File: config.mk
export PLATFORM = sky130hd
export DESIGN_NAME = syn_reg_arbiter
export DESIGN_NICKNAME = d
export VERILOG_FILES = /design/src/rtl/syn_reg_arbiter.sv
export SDC_FILE = /design/constraint.sdc
export NUM_CORES = 1
export LEC_CHECK = 0
export ABC_AREA = 1
export ABC_CLOCK_PERIOD_IN_PS = 2630
export CAP_MARGIN = 20
export CORE_MARGIN = 2
export CORE_UTILIZATION = 49
export DETAILED_ROUTE_END_ITERATION = 7
export PLACE_DENSITY_LB_ADDON = 0.1
export SLEW_MARGIN = 20
export SYNTH_ARGS = -nofsm -noshare
export SYNTH_HDL_FRONTEND = slang
export SYNTH_SLANG_ARGS = --single-unit
File: constraint.sdc
create_clock -name CLK -period 2.63 [get_ports CLK]
set_input_delay 0.526 -clock CLK [delete_from_list [all_inputs] [get_ports CLK]]
set_output_delay 0.526 -clock CLK [all_outputs]
set_load 0.02 [all_outputs]
File: src/rtl/syn_reg_arbiter.sv
// syn_reg_arbiter: round-robin arbiter and load sequencer for one shared
// register written by NREQ requesters over a 4-phase REQ/ACK handshake.
// The winner holds GNT for HOLD cycles. Its data is then loaded into Q, and
// ACK is held until that requester drops REQ.
module syn_reg_arbiter #(
  parameter int unsigned NREQ  = 4,
  parameter int unsigned WIDTH = 8,
  parameter int unsigned HOLD  = 2
) (
  input  logic                  CLK,
  input  logic                  R_B,
  input  logic [NREQ-1:0]       REQ,
  input  logic [NREQ*WIDTH-1:0] D,
  output logic [NREQ-1:0]       GNT,
  output logic [NREQ-1:0]       ACK,
  output logic [WIDTH-1:0]      Q,
  output logic [WIDTH-1:0]      Q_B,
  output logic                  BUSY
);

  localparam int unsigned IW = (NREQ > 1) ? $clog2(NREQ) : 1;
  localparam int unsigned CW = 4;
  localparam logic [CW-1:0] CNT_LAST = CW'(HOLD - 1);
  localparam logic [IW-1:0] IDX_MAX  = IW'(NREQ - 1);

  typedef enum logic [1:0] {
    IDLE    = 2'd0,
    GRANT   = 2'd1,
    RELEASE = 2'd2
  } state_e;

  state_e             state_q, state_d;
  logic [NREQ-1:0]    gnt_q, gnt_d;
  logic [NREQ-1:0]    ack_q, ack_d;
  logic [WIDTH-1:0]   q_q, q_d;
  logic               busy_q, busy_d;
  logic [CW-1:0]      cnt_q, cnt_d;
  logic [IW-1:0]      last_q, last_d;
  logic [IW-1:0]      idx_q, idx_d;

  logic [WIDTH-1:0]   d_arr [NREQ];
  logic [IW-1:0]      cand;
  logic [IW-1:0]      pick_idx_c;
  logic               pick_vld_c;

  // Split the flat data bus into one slice per requester
  always_comb begin
    for (int unsigned i = 0; i < NREQ; i++) begin
      d_arr[i] = D[i*WIDTH +: WIDTH];
    end
  end

  // Circular search for the first request after the last-served requester
  always_comb begin
    pick_vld_c = 1'b0;
    pick_idx_c = '0;
    cand       = '0;
    for (int unsigned k = 0; k < NREQ; k++) begin
      cand = IW'((32'(last_q) + 32'd1 + k) % NREQ);
      if (!pick_vld_c && REQ[cand]) begin
        pick_vld_c = 1'b1;
        pick_idx_c = cand;
      end
    end
  end

  // Next-state and registered-output logic
  always_comb begin
    state_d = state_q;
    gnt_d   = gnt_q;
    ack_d   = ack_q;
    q_d     = q_q;
    cnt_d   = cnt_q;
    last_d  = last_q;
    idx_d   = idx_q;

    case (state_q)
      IDLE: begin
        if (pick_vld_c) begin
          idx_d             = pick_idx_c;
          gnt_d             = '0;
          gnt_d[pick_idx_c] = 1'b1;
          cnt_d             = '0;
          state_d           = GRANT;
        end
      end

      GRANT: begin
        // An abort takes priority over reaching the final count
        if (!REQ[idx_q]) begin
          gnt_d   = '0;
          state_d = IDLE;
        end else if (cnt_q == CNT_LAST) begin
          q_d          = d_arr[idx_q];
          ack_d        = '0;
          ack_d[idx_q] = 1'b1;
          gnt_d        = '0;
          last_d       = idx_q;
          state_d      = RELEASE;
        end else begin
          cnt_d = cnt_q + CW'(1);
        end
      end

      RELEASE: begin
        if (!REQ[idx_q]) begin
          ack_d   = '0;
          state_d = IDLE;
        end
      end

      default: begin
        gnt_d   = '0;
        ack_d   = '0;
        state_d = IDLE;
      end
    endcase

    busy_d = (state_d != IDLE);
  end

  // State and output registers; reset discards any pending load
  always_ff @(posedge CLK or negedge R_B) begin
    if (!R_B) begin
      state_q <= IDLE;
      gnt_q   <= '0;
      ack_q   <= '0;
      q_q     <= '0;
      busy_q  <= 1'b0;
      cnt_q   <= '0;
      last_q  <= IDX_MAX;
      idx_q   <= '0;
    end else begin
      state_q <= state_d;
      gnt_q   <= gnt_d;
      ack_q   <= ack_d;
      q_q     <= q_d;
      busy_q  <= busy_d;
      cnt_q   <= cnt_d;
      last_q  <= last_d;
      idx_q   <= idx_d;
    end
  end

  assign GNT  = gnt_q;
  assign ACK  = ack_q;
  assign Q    = q_q;
  assign Q_B  = ~q_q;
  assign BUSY = busy_q;

endmodule

# == After elaboration in Yosys (flattened, before gate mapping) ==
# Cells that the tools add are included.
# W data, S select, Z words.
# classes
n_addsub,5
n_lt_le_gt_ge,9
n_eq_ne,9
mux,42
bitwise,4
reduce_logical,16
# op_table
operator,n
$mux W4,9
$pmux W4 S3,2
$lt A2 B3 Y1 const B,6
$bmux W8 S2,1
$mux W2,8
$mux W8,2
$mux W1,11
$bmux W1 S2,5
$ne A2 B2 Y1 const B,5
$not A8 Y8,1
$pmux W4 S2,1
$reduce_and A4 Y1,2
$pmux W2 S3,1
$reduce_and A3 Y1,2
$logic_and A1 B1 Y1,5
$add A2 B1 Y2 const B,2
$add A2 B2 Y2 const B,2
$add A4 B1 Y4 const B,1
$demux W1 S2,2
$eq A4 B1 Y1 const B,1
$ge A2 B1 Y1 const B,2
$reduce_bool A2 Y1,2
$ge A3 B3 Y1 const B,1
$logic_not A1 Y1,3
7 further kinds,8
# word_totals
regBits,27
inputBits,38
out_inout_bits,25
wordCells,93

# == Depth between registers and ports, before layout ==
# depth
word_depth,19
ltp_mapped,13
ltp_nobuf,12

# == Worst setup path after synthesis ==
# OpenSTA, ideal clock, no wires.
# synth_timing
path_kind,register -> register
startpoint,register last_q[0]
endpoint,register idx_q[0]
setup_time_ps,119
arrival_ps,1431
required_time_ps,2511
slack_ps,1080
path_stages_with_launch,12
path_buffers,1
path_cell_list,dfstp_2 > buf_6 > inv_8 > nand2_2 > nand2_2 > nand2_2 > nand2_2 > nor2_4 > nand3_2 > nand2_2 > inv_2 > o21a_1
# synth_between
elab_chain_len,14
# synth_rtl
element,line,source
"start, declared",38,"logic [IW-1:0] last_q, last_d;"
"start signal, assigned",140,last_q <= last_d;
$add A2 B1 Y2 *,59,cand = IW'((32'(last_q) + 32'd1 + k) % NREQ);
branches (longest 13 deep; another with $add A2 B1 Y2),n/a,
"end signal, assigned",141,idx_q <= idx_d;
"end, declared",39,"logic [IW-1:0] idx_q, idx_d;"
# Mark *: on every way between the ends. The select of a mux whose other input is x is not followed.
# A chain may end at the register's enable or synchronous reset.

# == Worst setup path in the final report ==
# layout_timing
startpoint,register q_q[5] (netlist: Q[5])
endpoint,output Q_B[5]
# layout_between
elab_chain_len,1
# layout_rtl
element,line,source
"start, declared",35,"logic [WIDTH-1:0] q_q, q_d;"
"start signal, assigned",137,q_q <= q_d;
$not A8 Y8,148,assign Q_B = ~q_q;
"end, declared",17,"output logic [WIDTH-1:0] Q_B,"
# Every way passes these cells.

==> reports/qor.yml <==
cts:
  cts_buffers: 3
  cts_tree: "yes"
  root_buffer: "clkbuf_8"
  cts_num_sinks: 27
  clk_pin_slew_ps: 90
  cts_setup_buffers: 0
  cts.path.max_buffers: 2
  clk_latency_ps: 270
  cts_resized: 0
  cts.hold.buffers_added: 0
  htreeDepth: 1
placed_design:
  gp_congestion: 0.834
  io_buffers: 62
  placed_cell_area_um2: 2510
  place_inst: 332
  dp_hpwl_um: 3240
sta:
  fin_crit_ps: 1870
  drv_slew: 0
  fin_hold_ws_ps: 501
  relSlewSlack_pct: 70.4
  max_freq_mhz: 534
  rsz0062_at_grt: "no"
  final-hold-violation-count: 0
  worst_pin_slew_ps: 444
  setup-tns-final_ps: 0
  period_share_pct: 71.2
  finalClockSkew_ps: 1.97
  setup_viol: 0
synthesis:
  postSynthAreaPerCell_um2: 8.35
  synth-seq-cells: 27
  synth_top_area_share_pct: 33.2
  ys_top_cells_by_area: "dfrtp_1, nand2_1, a41oi_2, nand2_2, inv_1"
  syn_area_um2: 1890
  syn-num-nets: 266
  ys_types: 32
  synth_cells: 226
  synth_area_leader_cell: "dfrtp_1"
  yosysWarnings: 0
  yosysSeqAreaShare_pct: 35.9
finish:
  layout-drive-gt1-share_pct: 21.5
  fin_cells: 336
  final_area_um2: 2550
  nets: 329
  area_growth_pct: 35.4
  diodes: 0
global_routing:
  grt_start_max_net_pins: 28
  grtUsageMet1_pct: 27.8
  grt-ovfl-total: 0
  grt_pass1_wl_um: 6820
  busiest_layer: "met2"
  grt.met3_usage_pct: 2.39
  use_met2_pct: 33.7
  grt_usage_pct: 20.2
  grt_pass1_vias: 1470
  antenna_found_initial: 0
detailed_routing:
  wl_per_cell_um: 12.5
  dr.pass1.iters: 4
  drc_errors: 0
  ant_nets: 0
  via_per_inst: 4.99
  vias: 1676
  wl_um: 4190
  drt_iter0_drc: 38
pwr:
  ir_drop_v: 0.000639
  finalPower_mw: 3.21
  power_density_nw_per_um2: 1260
  p_leak_nw: 1.16
floorplanning:
  start_util_pct: 51.2
  die_x_um: 66.1
  die_area_um2: 4360
  die_h_um: 66.1
  num_rows: 22
  core_um2: 3690
  ios: 63
setup_path:
  crit_path_max_fanout: 3
  startpoint_type: "flop"
  cp_data_arrival_time_ps: 1350
  cp-end-kind: "output port"
  critical_path_class: "reg2out"
  critical_path_required_ps: 2100
min_path:
  hold_class: "reg2reg"
run_status:
  status: "complete, no violations"
flow_run:
  maxCapViolCount: 0
## routing by layer
layer	wire (um)	vias up
met3	138	5
li1	-	856
met5	0	-
met4	43	0
met2	2120	24
met1	1890	791
## critical path, stage by stage (launching register included)
cell and delay [ps]:
dfrtp_1 420, inv_1 70, clkdlybuf4s50_1 590
## per-stage QoR
stage / setup WS [ps] / utilization, %
6_report: 759 / 69.3
5_1_grt: 628 / 69.3
4_1_cts: 739 / 69.3
3_5_place_dp: 546 / 68.0
3_3_place_gp: 569 / 68.0
2_1_floorplan: 1080 / -
## flip-flops by register name, indices dropped and copies added (netlist names)
name	flops
ACK	4
BUSY	1
GNT	4
Q	8
cnt_q	4
idx_q	2
last_q	2
state_q	2
## cells in the final DEF, fill, tap and decap left out, types with 7 or more instances in the layout
cell,instances
inv_2,7
nand2_1,62
o21ai_0,7
a22oi_1,8
clkdlybuf4s50_1,62
nand2_2,18
nor2_1,12
inv_1,21
a41oi_2,7
dfrtp_1,25
nand3_1,8
## final timing paths
kind / cells after the start / slack [ps] / end / startpoint
setup / recovery: 2 / 760 / Q_B[5] / Q[5]$_DFFE_PN0P_
hold / removal: 2 / 500 / GNT[3]$_DFFE_PN0P_ / GNT[3]$_DFFE_PN0P_
setup reg to reg: 7 / 780 / Q[0]$_DFFE_PN0P_ / idx_q[0]$_DFFE_PN0P_
hold reg to reg: 2 / 500 / GNT[3]$_DFFE_PN0P_ / GNT[3]$_DFFE_PN0P_
max in group asynchronous: 2 / 1710 / last_q[0]$_DFFE_PN1P_ / R_B
min in group asynchronous: 2 / 620 / BUSY$_DFF_PN0_ / R_B
## logic make-up after synthesis
kind of cell | after synthesis | share of synthesized area [%]
AND/OR/NAND/NOR | 120 | 34.4
AO/OA/AOI/OAI | 38 | 16.8
flip-flops | 27 | 35.9
adder cells (fa/ha/maj) | 2 | 1.33
buffers and inverters | 37 | 10.6
XOR/XNOR | 2 | 0.929
## power breakdown
part | switching, mW | total (mW) | internal (mW) | leakage [nW]
registers | 0.220 | 0.831 | 0.611 | 0.333
logic | 1.28 | 2.15 | 0.867 | 0.802
clock network | 0.125 | 0.233 | 0.108 | 0.0228
## area by class of cell
class / instances / area (um^2)
Clock buffer: 4 / 45.0
Fill cell: 317 / 1130
Multi-Input combinational cell: 162 / 1010
Sequential cell: 27 / 678
Tap cell: 48 / 60.1
Inverter: 32 / 135
Timing Repair Buffer: 63 / 628
## Yosys cell counts
cell and count:
nand2_1 62, dfrtp_1 25, inv_1 21, nand2_2 18, nor2_1 12, a22oi_1 8, nand3_1 8, a41oi_2 7
inv_2 7, o21ai_0 7, nand3_2 6, nor2_2 6, a21oi_1 5, buf_6 4, inv_4 3, nor2_8 3
o21ai_1 3, a21boi_0 2, dfstp_2 2, ha_1 2, nor2_4 2, o21bai_1 2, xor2_1 2, a41oi_1 1
buf_12 1, inv_8 1, nand2_4 1, nand4_1 1, nand4_4 1, o21a_1 1, o221ai_2 1, o22ai_1 1
No activity file was read; power rests on OpenSTA's default activity.
